[src/rtl/fpu_uart_pkg.sv]
//==============================================================================
// Package  : fpu_uart_pkg
// Brief    : Shared constants and state encoding for the FPU result UART TX path.
// Revision : 1.0 - initial release
//==============================================================================
`default_nettype none

package fpu_uart_pkg;

  localparam logic [2:0] ST_IDLE  = 3'd0;
  localparam logic [2:0] ST_START = 3'd1;
  localparam logic [2:0] ST_DATA  = 3'd2;
  localparam logic [2:0] ST_STOP  = 3'd3;
  localparam logic [2:0] ST_DONE  = 3'd4;

  typedef enum logic [2:0] {
    IDLE  = ST_IDLE,
    START = ST_START,
    DATA  = ST_DATA,
    STOP  = ST_STOP,
    DONE  = ST_DONE
  } tx_state_t;

  localparam logic        UART_IDLE_LEVEL  = 1'b1;
  localparam int          BYTES_PER_WORD   = 2;
  localparam logic [15:0] MIN_CLKS_PER_BIT = 16'd2;

  // A bit period below two clocks cannot be counted reliably, so clamp it.
  function automatic logic [15:0] eff_period(input logic [15:0] cpb);
    return (cpb < MIN_CLKS_PER_BIT) ? MIN_CLKS_PER_BIT : cpb;
  endfunction

endpackage

`default_nettype wire

[src/rtl/fpu_result_uart_tx_if.sv]
//==============================================================================
// Interface : fpu_result_uart_tx_if
// Brief     : FPU result strobe/data bundle feeding the UART transmitter.
// Revision  : 1.0 - initial release
//==============================================================================
`default_nettype none

interface fpu_result_uart_tx_if #(
  parameter int DATA_W = 16
);
  logic              res_valid;
  logic [DATA_W-1:0] res_data;

  modport master (output res_valid, output res_data);
  modport slave  (input  res_valid, input  res_data);
endinterface

`default_nettype wire

[src/rtl/fpu_uart_tx_fifo.sv]
//==============================================================================
// Module   : fpu_uart_tx_fifo
// Brief    : Synchronous FIFO with extra-MSB pointers for full/empty detection.
// Revision : 1.0 - initial release
//==============================================================================
`default_nettype none

module fpu_uart_tx_fifo #(
  parameter int DEPTH = 4,
  parameter int WIDTH = 16
) (
  input  wire logic             clk,
  input  wire logic             rst_l,
  input  wire logic             push,
  input  wire logic [WIDTH-1:0] wr_data,
  input  wire logic             pop,
  output logic      [WIDTH-1:0] rd_data,
  output logic                  full,
  output logic                  empty
);
  localparam int AW = $clog2(DEPTH);

  logic [WIDTH-1:0] r_mem [DEPTH];
  logic [AW:0]      r_wr_ptr;
  logic [AW:0]      r_rd_ptr;

  always_ff @(posedge clk or negedge rst_l) begin
    if (!rst_l) begin
      r_wr_ptr <= '0;
      r_rd_ptr <= '0;
    end else begin
      if (push) r_wr_ptr <= r_wr_ptr + 1'b1;
      if (pop)  r_rd_ptr <= r_rd_ptr + 1'b1;
    end
  end

  always_ff @(posedge clk) begin
    if (push) r_mem[r_wr_ptr[AW-1:0]] <= wr_data;
  end

  // Read is combinational so a pop while full still sees the old head entry.
  assign rd_data = r_mem[r_rd_ptr[AW-1:0]];
  assign empty   = (r_wr_ptr == r_rd_ptr);
  assign full    = (r_wr_ptr[AW] != r_rd_ptr[AW]) &&
                   (r_wr_ptr[AW-1:0] == r_rd_ptr[AW-1:0]);

endmodule

`default_nettype wire

[src/rtl/fpu_result_uart_tx.sv]
//==============================================================================
// Module   : fpu_result_uart_tx
// Brief    : Buffers FPU results and sends each as two 8N1 frames, low byte first.
// Revision : 1.0 - initial release
//==============================================================================
`default_nettype none

module fpu_result_uart_tx
  import fpu_uart_pkg::*;
#(
  parameter int FIFO_DEPTH = 4,
  parameter int DATA_W     = 16
) (
  input  wire logic                 clk,
  input  wire logic                 rst_l,
  input  wire logic [15:0]          clks_per_bit,
  input  wire logic                 tx_enable,
  fpu_result_uart_tx_if.slave       res,
  output logic                      o_Tx_Serial,
  output logic                      o_Tx_Active,
  output logic                      o_Tx_Done,
  output logic                      fifo_full,
  output logic                      overflow
);

  tx_state_t         r_state, w_state_nxt;
  logic [15:0]       r_period, w_period_nxt;
  logic [15:0]       r_clk_cnt, w_clk_cnt_nxt;
  logic [2:0]        r_bit_idx, w_bit_idx_nxt;
  logic              r_byte_sel, w_byte_sel_nxt;
  logic [DATA_W-1:0] r_word, w_word_nxt;
  logic              r_overflow;

  logic              w_pop, w_push, w_empty, w_full, w_bit_end;
  logic [DATA_W-1:0] w_fifo_rd;
  logic [7:0]        w_cur_byte;

  assign w_push = res.res_valid && (!w_full || w_pop);

  fpu_uart_tx_fifo #(
    .DEPTH (FIFO_DEPTH),
    .WIDTH (DATA_W)
  ) u_fifo (
    .clk     (clk),
    .rst_l   (rst_l),
    .push    (w_push),
    .wr_data (res.res_data),
    .pop     (w_pop),
    .rd_data (w_fifo_rd),
    .full    (w_full),
    .empty   (w_empty)
  );

  assign w_bit_end  = (r_clk_cnt == (r_period - 16'd1));
  assign w_cur_byte = r_byte_sel ? r_word[15:8] : r_word[7:0];

  always_ff @(posedge clk or negedge rst_l) begin
    if (!rst_l) begin
      r_state    <= IDLE;
      r_period   <= MIN_CLKS_PER_BIT;
      r_clk_cnt  <= '0;
      r_bit_idx  <= '0;
      r_byte_sel <= 1'b0;
      r_word     <= '0;
      r_overflow <= 1'b0;
    end else begin
      r_state    <= w_state_nxt;
      r_period   <= w_period_nxt;
      r_clk_cnt  <= w_clk_cnt_nxt;
      r_bit_idx  <= w_bit_idx_nxt;
      r_byte_sel <= w_byte_sel_nxt;
      r_word     <= w_word_nxt;
      if (res.res_valid && w_full && !w_pop) r_overflow <= 1'b1;
    end
  end

  always_comb begin
    w_state_nxt    = r_state;
    w_period_nxt   = r_period;
    w_clk_cnt_nxt  = r_clk_cnt;
    w_bit_idx_nxt  = r_bit_idx;
    w_byte_sel_nxt = r_byte_sel;
    w_word_nxt     = r_word;
    w_pop          = 1'b0;
    case (r_state)
      IDLE: begin
        if (!w_empty && tx_enable) begin
          w_pop          = 1'b1;
          w_word_nxt     = w_fifo_rd;
          w_byte_sel_nxt = 1'b0;
          w_period_nxt   = eff_period(clks_per_bit);
          w_clk_cnt_nxt  = '0;
          w_state_nxt    = START;
        end
      end
      START: begin
        if (w_bit_end) begin
          w_clk_cnt_nxt = '0;
          w_bit_idx_nxt = '0;
          w_state_nxt   = DATA;
        end else begin
          w_clk_cnt_nxt = r_clk_cnt + 16'd1;
        end
      end
      DATA: begin
        if (w_bit_end) begin
          w_clk_cnt_nxt = '0;
          if (r_bit_idx == 3'd7) w_state_nxt   = STOP;
          else                   w_bit_idx_nxt = r_bit_idx + 3'd1;
        end else begin
          w_clk_cnt_nxt = r_clk_cnt + 16'd1;
        end
      end
      STOP: begin
        if (w_bit_end) begin
          w_clk_cnt_nxt = '0;
          if (r_byte_sel == 1'(BYTES_PER_WORD - 1)) begin
            w_state_nxt = DONE;
          end else begin
            // High byte follows immediately, with the bit period resampled.
            w_byte_sel_nxt = 1'b1;
            w_period_nxt   = eff_period(clks_per_bit);
            w_state_nxt    = START;
          end
        end else begin
          w_clk_cnt_nxt = r_clk_cnt + 16'd1;
        end
      end
      DONE:    w_state_nxt = IDLE;
      default: w_state_nxt = IDLE;
    endcase
  end

  always_comb begin
    o_Tx_Serial = UART_IDLE_LEVEL;
    case (r_state)
      START:   o_Tx_Serial = 1'b0;
      DATA:    o_Tx_Serial = w_cur_byte[r_bit_idx];
      default: o_Tx_Serial = UART_IDLE_LEVEL;
    endcase
  end

  assign o_Tx_Active = (r_state == START) || (r_state == DATA) || (r_state == STOP);
  assign o_Tx_Done   = (r_state == DONE);
  assign fifo_full   = w_full;
  assign overflow    = r_overflow;

endmodule

`default_nettype wire

[src/flat_wrapper.sv]
// flat-port wrapper written by rule: the top's interface ports become plain ports
module fpu_result_uart_tx_flat import fpu_uart_pkg::*;
#(
  parameter int FIFO_DEPTH = 4,
  parameter int DATA_W     = 16
)
  (clk, rst_l, clks_per_bit, tx_enable, o_Tx_Serial, o_Tx_Active, o_Tx_Done, fifo_full, overflow, res_res_valid, res_res_data);
  fpu_result_uart_tx_if #(.DATA_W(DATA_W)) res_i ();
  input  wire logic clk;
  input  wire logic rst_l;
  input  wire logic [15:0] clks_per_bit;
  input  wire logic tx_enable;
  output logic o_Tx_Serial;
  output logic o_Tx_Active;
  output logic o_Tx_Done;
  output logic fifo_full;
  output logic overflow;
  input wire logic [$bits(res_i.res_valid)-1:0] res_res_valid;
  input wire logic [$bits(res_i.res_data)-1:0] res_res_data;
  assign res_i.res_valid = res_res_valid;
  assign res_i.res_data = res_res_data;
  fpu_result_uart_tx #(.FIFO_DEPTH(FIFO_DEPTH), .DATA_W(DATA_W)) u_core (.clk(clk), .rst_l(rst_l), .clks_per_bit(clks_per_bit), .tx_enable(tx_enable), .res(res_i), .o_Tx_Serial(o_Tx_Serial), .o_Tx_Active(o_Tx_Active), .o_Tx_Done(o_Tx_Done), .fifo_full(fifo_full), .overflow(overflow));
endmodule
[config.mk]
export PLATFORM = sky130hd
export DESIGN_NAME = fpu_result_uart_tx_flat
export DESIGN_NICKNAME = d
export VERILOG_FILES = /design/src/rtl/fpu_uart_pkg.sv /design/src/rtl/fpu_result_uart_tx_if.sv /design/src/rtl/fpu_uart_tx_fifo.sv /design/src/rtl/fpu_result_uart_tx.sv /design/src/flat_wrapper.sv
export SDC_FILE = /design/constraint.sdc
export NUM_CORES = 1
export LEC_CHECK = 0
export BUFFER_PORTS_ARGS = -buffer_cell sky130_fd_sc_hd__buf_2
export CORE_ASPECT_RATIO = 2
export CORE_MARGIN = 2
export CORE_UTILIZATION = 55
export CTS_CLUSTER_SIZE = 30
export DETAILED_ROUTE_END_ITERATION = 10
export PLACE_DENSITY = 0.82
export SYNTH_ARGS = -nofsm -noshare
export SYNTH_HDL_FRONTEND = slang
export SYNTH_SLANG_ARGS = --single-unit
[constraint.sdc]
create_clock -name clk -period 3.85 [get_ports clk]
set_input_delay 0.5775 -clock clk [delete_from_list [all_inputs] [get_ports clk]]
set_output_delay 0.5775 -clock clk [all_outputs]
set_load 0.01 [all_outputs]
[Word-level counts from Yosys, hierarchy flattened]
Memory sizes are Yosys's and may differ from the RTL's. A register that Yosys moved wholly into a read port is not among the register bits.
Index checks and enable logic that the tools add are counted.
Word-level totals
  ROM bits: 0
  bits in latches: 0
  memories: 1
  input port bits: 36
  output and inout port bits: 5
  bits in writable memories: 64
  bits in registers: 46
Memories
  u_core.u_fifo.r_mem: depth 4, bits a word 16, read ports 1, clocked after memory_dff 1, wr ports 1, RTL line fpu_uart_tx_fifo.sv:23  | logic [WIDTH-1:0] r_mem [DEPTH];
Operators by class
  equality and inequality tests: 16
  muxes and demuxes: 30
  $add $sub $neg: 5
  div/mod/pow operators: 0
  bitwise gates (word level): 0
  multiply operators: 0
  shifts and indexed selects: 0
  order comparisons: 2
  reductions and logical operators: 23
Operators by type and width (number)
  16-bit 2-to-1 mux: 6
  16-bit case mux with 2 select lines: 2
  3-bit 2-to-1 mux: 9
  16-bit by 1-bit adder with 16-bit output, second input constant: 1
  16-bit equality test: 1
  16-bit by 2-bit < comparator with 1-bit output, second input constant: 1
  16-bit by 1-bit subtractor with 16-bit output, second input constant: 1
  3-bit case mux with 4 select lines: 1
  2-bit by 1-bit != test with 1-bit output, second input constant: 5
  3-bit by 1-bit adder with 3-bit output, second input constant: 3
  8-bit 2-to-1 mux: 1
  4-bit AND reduction: 2
  1-bit 2-to-1 mux: 7
  3-bit by 2-bit equality test with 1-bit output, second input constant: 2
  3-bit equality test, second input constant: 2
  3-bit case mux with 2 select lines: 1
  2-bit nonzero test: 3
  1-bit logical AND: 5
  5-bit AND reduction: 1
  1-bit logical NOT: 4
  3-bit by 4-bit < comparator with 1-bit output, second input constant: 1
  2-bit != test, second input constant: 2
  1-bit case mux with 2 select lines: 2
  2-bit AND reduction: 2
  9 further kinds: 11

[Depth between registers and ports, before layout]
  depth in word-level cells: 9
  gate-level depth with buffers: 12

[By module]
Synthesis repeated with hierarchy kept, for this count alone.
Unflattened totals
  cells, all modules: 460
  area total of the unflattened synthesis: 6053.3 um2
Modules (own cells, without submodules)
  fpu_result_uart_tx: area an instance 3357.0 um2, cells an instance 346, instances 1
  fpu_uart_tx_fifo: area an instance 2696.3 um2, cells an instance 114, instances 1

[Worst setup path after synthesis]
Ideal clock, no wire load.
  kind: register -> register
  start point: reg u_core.r_period[0]
  end point: reg u_core.r_period[10]
  library setup time: 126 ps
  path buffers: 3
  data required time: 3724 ps
  setup slack: 734 ps
  stages on the path, launching flop included: 13
  clock period less this slack: 3116 ps
  data arrival time: 2990 ps
  path through: dfrtp_1 > buf_2 > inv_1 > ha_1 > or3b_2 > or4_1 > and3_1 > a211oi_1 > and4_1 > buf_4 > nand2_4 > buf_6 > a311o_1
Between the ends
  cells in the longest elaborated chain, start to end: 4
Ends and longest elaborated chain
  start, declared: RTL line fpu_result_uart_tx.sv:27  | logic [15:0] r_period, w_period_nxt;
  start signal, assigned: RTL line fpu_result_uart_tx.sv:68  | r_period <= w_period_nxt;
  16-bit by 1-bit subtractor with 16-bit output: RTL line fpu_result_uart_tx.sv:54  | assign w_bit_end = (r_clk_cnt == (r_period - 16'd1));
  16-bit equality test: RTL line fpu_result_uart_tx.sv:54
  2-bit by 1-bit != test with 1-bit output (no line)
  4-bit AND reduction (no line)
Every way passes these cells.
A chain may end at the register's enable or synchronous reset.

[Worst setup path in the final report]
  start point: reg u_core.r_period[1]
  end point: reg u_core.r_period[1]
Same word-level chain as after synthesis.

==> metrics <==
status=completed; depth of the CTS H-tree=4; first-pass GRT wire length=roughly 26 mm; diodes inserted=0; total track usage=0.2681; Synth Warn #=0; Fillers=862; Psw=approximately 1.6 mW; FP Rows=56; layout cells sized above 1=0.2048; Final min period=3.390 ns; worst-case reg-to-reg path depth=10; Slew HR=0.2630; crit path DAT=~3.7 ns; commonest cells in the netlist=nand2_1, edfxtp_1, dfrtp_1; Comb pwr share=0.255; CP top delay family=simple AND/OR/NAND/NOR gates; vias in the first global route=5086; Int Pwr=roughly 3.2 mW; Reg clk slew, reported paths=~0.07 ns; final setup violation count=0; Port-buffer cells=40; synthesized area per cell=11.46 um^2; register area=roughly 3500 um^2; top cell type's share of synthesized area=0.2905; postcts setup bufs=0; cts hold-fix bufs=0; Peak Freq=roughly 290 MHz; initial antenna violation count=0; hold crit path type=in2async; max cap viols=0; Post-synth EDFFs=64; Mapped Area=roughly 6600 um^2; number of vias per cell=6.516; flop and latch count out of synthesis=between 100 and 150; measured slew at the worst slew-check pin=about 1.1 ns; die area=between 10000 and 15000 um^2; hpwl dp=roughly 11 mm; die width=between 80 and 90 um; PostCTS Resize Cnt=0; Core ar.=~12000 um^2; Overflow after GRT=0; Worst Path Buf+Inv=2; setup TNS=0 ns; crit path kind=reg2reg; Max Transition Viols Final=0; Tot Pwr=around 4.8 mW; total CTS buffers=17; residual DRC count=0; Skew-Pair Late Insertion Delay=about 0.42 ns; Avg WL per Cell=~21 um; crit start category=flop; post-layout util=0.6452; TritonCTS clock tree=done; Root Driver=clkbuf_16; Final Net Count=657; final hold violations=0; pwr dens=~630 nW/um^2; clock share of power=0.337; clk sinks=approximately 130; Longest Clk Path Bufs=2; Area growth syn-to-layout=14.13%; post-route ant nets=0; critical path depth=10; CP Capture Type=flop; io pins=between 40 and 50; syn_nets=between 600 and 700; Initial Utilization=0.5653; Worst path max stage delay=approximately 0.52 ns; critical path cell sequence=inv_1, ha_1, or3b_2, or4_1, and3_1, a211oi_1, and4_1, buf_4, a211oi_1, or3_1; Sw Ratio=0.3305; slowest cell on the critical path=or3b_2; cell mode on critical path=a211oi_1; sequential share of the synthesized area=0.5253; Post-synth top flop=edfxtp_1; multi-input logic area=approximately 2900 um^2; clock skew=a little over 0.009 ns; unrepaired setup endpoints after global routing=no; Tcrit/Tclk final=0.8806; routability cong.=between 1 and 1.5; Netlist cell types=63; via count=between 5000 and 6000; Async SR Flop Fraction=0.4921; first-pass detailed-route iteration total=6; worst IR drop on VDD=approximately 0.6 mV; Pleak=approximately 3 nW; largest net degree at the start of global routing=between 50 and 60; Sequential Power Share=0.408; Yosys top cell by area=edfxtp_1; 1st-iter DRT viols=~450; synth top area cells=edfxtp_1, dfrtp_1, mux4_2, nand2_1, a311o_1; Post-Synthesis Cells=roughly 580; Total Wirelength=about 16 mm; count leader, synth=nand2_1; Max FO, Critical Path=22; CP required=around 4.2 ns; chip height=159.1 um
metal layers:
layer  GRT usage  up-vias  wire length, um
met2      0.4762      198             9163
met1      0.2815     2500             5558
met4      0.1626        0              827
met5           0        -                0
met3     0.04649       57              717
li1            -     2262                -
cell usage in the layout (no fill, tap or decap), types with 17 or more instances in the layout:
cell type   n
edfxtp_1   64
nor3b_1    19
mux4_2     21
dfrtp_1    61
nand2_1    96
and3_1     24
buf_4      19
clkbuf_16  17
buf_2      40
o211ai_1   19
final timing paths:
kind                                           startpoint                             endpoint  slack (ns)
max                        u_core.r_period[1]$_DFFE_PN1P_       u_core.r_period[1]$_DFFE_PN1P_        0.46
max reg2reg                u_core.r_period[1]$_DFFE_PN1P_       u_core.r_period[1]$_DFFE_PN1P_        0.46
min reg2reg                   u_core.overflow$_DFFE_PN0P_          u_core.overflow$_DFFE_PN0P_        0.46
min in group clk                          res_res_data[1]  u_core.u_fifo.r_mem[3][1]$_DFFE_PP_        0.36
min                                                 rst_l     u_core.r_clk_cnt[15]$_DFFE_PN0P_        0.16
max in group asynchronous                           rst_l       u_core.r_period[6]$_DFFE_PN0P_        2.93
state kept, by name (all words and copies together), names as in the netlist:
name / cells
u_core.u_fifo.r_mem: 64
u_core.r_clk_cnt: 16
u_core.r_period: 16
u_core.r_word: 16
u_core.r_bit_idx: 3
u_core.r_state: 3
u_core.u_fifo.r_rd_ptr: 3
u_core.u_fifo.r_wr_ptr: 3
u_core.overflow: 1
u_core.r_byte_sel: 1
power groups by stage:
| stage | sequential [mW] | clock [mW] | combinational (mW) |
|---|---|---|---|
| final | 1.94 | 1.60 | 1.21 |
| after global routing | 1.96 | 1.66 | 1.34 |
| after CTS | 1.94 | 1.61 | 1.22 |
| after detailed placement | 1.96 | 0 | 1.21 |
| after global placement | 1.94 | 0 | 1.16 |
| after floorplan | 1.86 | 0 | 0.910 |
cell type report:
cell class                      instances  share of cell area
Sequential cell                       126              0.4602
Clock inverter                         15             0.02154
Timing Repair Buffer                   59             0.04541
Multi-Input combinational cell        397              0.3870
Inverter                               11            0.005469
Tap cell                              145             0.02403
Clock buffer                           17             0.05635
cell families after synthesis:
kind of cell / synth area share
and+or+nand+nor: 0.1882
buffers and inverters: 0.03537
AOI/OAI and AO/OA: 0.1241
muxes: 0.07301
DFF: 0.5253
xor gates and xnor gates: 0.03707
adders and majority gates: 0.01702
per-stage QoR:
step | instance area [um^2] | std cells | worst slack (ns) | hold WS [ns]
3_5_place_dp | 6962 | 738 | 0.5168 | 0.4549
5_1_grt | 7550 | 770 | 0.3170 | 0.2061
6_report | 7550 | 770 | 0.4597 | 0.1580
2_1_floorplan | 6615 | 577 | 0.7342 | 0.2819
3_3_place_gp | 6962 | 738 | 0.5843 | 0.4489
4_1_cts | 7550 | 770 | 0.5010 | 0.1706
Power figures use the tool's default switching activity.
